## config.mk

```make
export PLATFORM = sky130hd
export DESIGN_NAME = aes_block_seq
export DESIGN_NICKNAME = d
export VERILOG_FILES = /design/src/rtl/aes_block_seq.sv
export SDC_FILE = /design/constraint.sdc
export NUM_CORES = 1
export LEC_CHECK = 0
export ABC_AREA = 1
export CAP_MARGIN = 40
export CORE_UTILIZATION = 46
export DETAILED_ROUTE_END_ITERATION = 7
export PLACE_DENSITY = 0.86
export SLEW_MARGIN = 20
export SYNTH_ARGS = -nofsm -noshare
export SYNTH_HDL_FRONTEND = slang
export SYNTH_SLANG_ARGS = --single-unit
```

## constraint.sdc

```tcl
create_clock -name clk -period 7.1 [get_ports clk]
set_input_delay 1.065 -clock clk [delete_from_list [all_inputs] [get_ports clk]]
set_output_delay 1.065 -clock clk [all_outputs]
set_load 0.01 [all_outputs]
```

## src/rtl/aes_block_seq.sv

```systemverilog
// Iterative AES block sequencer: a small plaintext FIFO feeding a one-round-per-cycle
// loop around an external combinational round datapath and key lookup.
module aes_block_seq #(
  parameter int NR    = 10,
  parameter int DEPTH = 4
) (
  input  logic         clk,
  input  logic         rst,
  input  logic         in_valid,
  output logic         in_ready,
  input  logic [127:0] in_data,
  input  logic         key_ready,
  output logic [3:0]   round,
  input  logic [127:0] round_key,
  output logic [127:0] rf_state,
  output logic         rf_final,
  input  logic [127:0] rf_result,
  output logic         out_valid,
  input  logic         out_ready,
  output logic [127:0] out_data
);
  localparam int AW = $clog2(DEPTH);
  localparam logic [3:0] LAST = 4'(NR);

  typedef enum logic [1:0] {IDLE, ROUND, DONE} st_e;

  st_e           st;
  logic [127:0]  mem [DEPTH];
  logic [AW-1:0] wr_ptr, rd_ptr;
  logic [AW:0]   count;
  logic [127:0]  state;
  logic          push, pop;

  // in_ready depends only on the registered count, never on out_ready
  assign in_ready = (count != (AW+1)'(DEPTH));
  assign push     = in_valid && in_ready;
  assign pop      = (st == IDLE) && (count != '0) && key_ready;
  assign rf_state = state;
  assign out_data = state;

  always_ff @(posedge clk) begin
    if (push) mem[wr_ptr] <= in_data;
  end

  always_ff @(posedge clk) begin
    if (rst) begin
      wr_ptr <= '0;
      rd_ptr <= '0;
      count  <= '0;
    end else begin
      if (push) wr_ptr <= wr_ptr + AW'(1);
      if (pop)  rd_ptr <= rd_ptr + AW'(1);
      case ({push, pop})
        2'b10:   count <= count + (AW+1)'(1);
        2'b01:   count <= count - (AW+1)'(1);
        default: count <= count;
      endcase
    end
  end

  // rf_final is registered one step ahead so it is high exactly while round == NR in ROUND
  always_ff @(posedge clk) begin
    if (rst) begin
      st        <= IDLE;
      round     <= '0;
      state     <= '0;
      rf_final  <= 1'b0;
      out_valid <= 1'b0;
    end else begin
      case (st)
        IDLE: begin
          if (pop) begin
            state    <= mem[rd_ptr] ^ round_key;
            round    <= 4'd1;
            rf_final <= (LAST == 4'd1);
            st       <= ROUND;
          end
        end
        ROUND: begin
          state <= rf_result;
          if (round == LAST) begin
            st        <= DONE;
            rf_final  <= 1'b0;
            out_valid <= 1'b1;
          end else begin
            round    <= round + 4'd1;
            rf_final <= ((round + 4'd1) == LAST);
          end
        end
        DONE: begin
          if (out_ready) begin
            st        <= IDLE;
            round     <= '0;
            out_valid <= 1'b0;
          end
        end
        default: st <= IDLE;
      endcase
    end
  end
endmodule

```

==> results.md <==
- YS warnings: 0
- Final setup fails: 0
- Crit path kind: reg -> reg
- Synth top cells by count: nand2_1, nand3_1, edfxtp_1, a21oi_1, inv_1
- CP Data Required Time: 7540 ps
- Min Hold Slack: around 470 ps
- Starting Density: between 40% and 50%
- Synth area leaders: edfxtp_1, nand2_1, nand3_1, dfxtp_1, a21oi_1
- Initial DRC count: between 2000 and 2500
- Vias: around 24000
- Peak VDD IR: between 0.2 and 0.3 mV
- CTS max path bufs: 3
- Post-DRT Antenna Nets: 0
- Clock H-tree levels: 3
- Pin count of the biggest net entering global routing: 156
- TritonCTS clock tree: built
- Drt drc: 0
- NumNets Final: between 3000 and 4000
- CP Max Fanout: 74
- Pwr dens: between 300 and 400 mW/mm^2
- FFs w/ async S/R, synth: 0%
- Count of final max-slew check failures: 0
- Top-count cell post-synth: nand2_1
- DP Worst Slack: 3620 ps
- Final Hold Fails: 0
- Post-cts sizing count: 0
- Core Region: about 0.063 sq mm
- Post-synthesis sequential area ratio: a little over 60%
- DR vias/cell: 5.38
- CP Data Arrival Time: 3410 ps
- Vias in the first global route: about 23000
- Area Growth Syn to Fin: 28.5%
- Top cell type's share of synthesized area: between 50% and 60%
- Status: complete, no violations
- Post CTS Setup Buffer Count: 0
- CP Launch Type: flop
- Netlist cell types: 24
- Hold buffers post-CTS: 0
- Die area: about 0.066 sq mm
- WL final: about 82000 um
- Remaining Overflow, GRT: 0
- Max Cap Viol: 0
- Post-synthesis average cell area: between 9 and 10 sq um
- Clock skew: approximately 37 ps
- Hold/Removal Path Class: reg -> reg
- I/O Buffers: about 650
- Top FF cell, synth: edfxtp_1
- Clk root buf: clkbuf_16
- Cell count after synthesis: ~3100
- Post-synth EDFFs: around 500
- Slew @ Worst Pin: between 900 and 1000 ps
- Overall Global Routing Usage: approximately a quarter
- Fin Setup TNS: 0 ps
- Leak: approximately 15 nW
- WL/cell: 18.3 um
- Die H: ~260 um
- Min Tclk post-route: 2970 ps
- Boundary Pins: ~650
- CP endpoint kind: flop
- Clk Latency, worst-skew pair: ~600 ps
- Design Power: about 0.014 W
- Synthesized Nets: 3542
- TritonCTS Buffers: a little under 70
- Period utilization: 41.8%
- Placer Congestion: roughly 0.84
- CTS sink count: approximately 660
- RSZ-0062 raised after global routing: false
- Fraction of layout cells with a size suffix above 1: between 4 and 5%
- Register bit total from synthesis: ~660
- Syn Std Cell Area: between 0.02 and 0.03 sq mm
- Post-route setup slack: 4130 ps
- Filler instances: roughly 5000
- Placement row count: around 90
- Max-slew headroom: a little over a third
- Yosys top cell by area: edfxtp_1
- Detailed placement HPWL: approximately 50000 um
- Initial antenna violation count: 22
- FMAX: approximately 340 MHz
- First-pass GRT wire length: 126000 um
- Clk slew on worst S/H paths: 60 ps
- Die W: approximately 260 um
- First-pass detailed-route iteration total: 7
==> layout by cell type, fill, tap and decap left out, types with 2 or more instances in the layout <==
cell type,count
a21oi_2,27
clkbuf_1,19
buf_16,5
inv_6,4
nand3_1,651
clkinv_1,5
clkinv_8,2
dfxtp_1,143
nand4_1,6
dfxtp_4,2
inv_1,150
nor2_1,141
inv_8,2
a21oi_1,240
nor2_4,4
clkbuf_16,74
diode_2,17
edfxtp_1,512
clkinv_2,14
buf_4,12
clkdlybuf4s50_1,650
o21ai_0,7
ha_1,12
clkbuf_8,4
bufinv_16,4
nand2_1,917
buf_12,7
==> final timing paths <==
check / from / to / slack (ps) / cells after the start
worst min register to register: out_valid / out_valid / 470 / 2
worst min-delay path: out_valid / out_valid / 470 / 2
worst max register to register: flop / out_data[41] / 4130 / 10
worst max-delay path: flop / out_data[41] / 4130 / 10
==> cell families after synthesis <==
family / Yosys count / share of synthesized area, %
AOI/OAI and AO/OA: 275 / 4.99
xor gates and xnor gates: 1 / 0.0295
adders and majority gates: 13 / 0.573
buffers and inverters: 470 / 8.18
DFF: 657 / 61.6
and+or+nand+nor: 1724 / 24.6
==> critical path, stage by stage, from the launching register on <==
cell     delay (ps)
dfxtp_4         780
buf_4           680
buf_4           340
buf_16          280
nand2_1         100
nand3_1         130
nand2_1          70
nand2_1          60
nand3_1         100
nand2_1         100
a21oi_1          60
==> cell type report <==
class                   count  area [sq um]  share of cell area (%)
flip-flops and latches    657         18300                    48.0
inverters                 153           592                    1.55
multi-input cells        2013          9020                    23.6
clock inverters            30           285                   0.748
repair buffers            674          6870                    18.0
well taps                 846          1060                    2.78
diodes                     17          42.5                   0.112
clock buffers              97          1980                    5.19
==> through the flow <==
stage | util, % | instances | instance area [sq um]
after floorplan | - | 3140 | 29700
after global placement | 56.3 | 4338 | 35700
after detailed placement | 56.4 | 4340 | 35700
after CTS | 59.9 | 4467 | 38000
after global routing | 60.1 | 4487 | 38100
final | 60.1 | 4487 | 38100
==> metal layers <==
metal / share of wire, % / global-route usage (%) / up-vias
met2: 50 / 42.3 / 1109
li1: - / - / 11400
met1: 37 / 28.6 / 11400
met5: 0.085 / 0 / -
met3: 8.4 / 5.01 / 200
met4: 4.1 / 12.6 / 10
==> sequential cells by signal, summed over array words and instances (netlist names), named ones only <==
| name | count |
|---|---|
| out_valid | 1 |
| st | 2 |
| mem | 512 |
| wr_ptr | 2 |
| count | 3 |
| round | 4 |
| rf_final | 1 |
| rd_ptr | 2 |
| out_data | 128 |
==> power by group <==
| part | internal (W) | switching (W) |
|---|---|---|
| Clock | 0.00211 | 0.00150 |
| Sequential | 0.00473 | 0.000389 |
| Combinational | 0.00210 | 0.00273 |
Note: power is estimated with default switching activity, not from simulation.
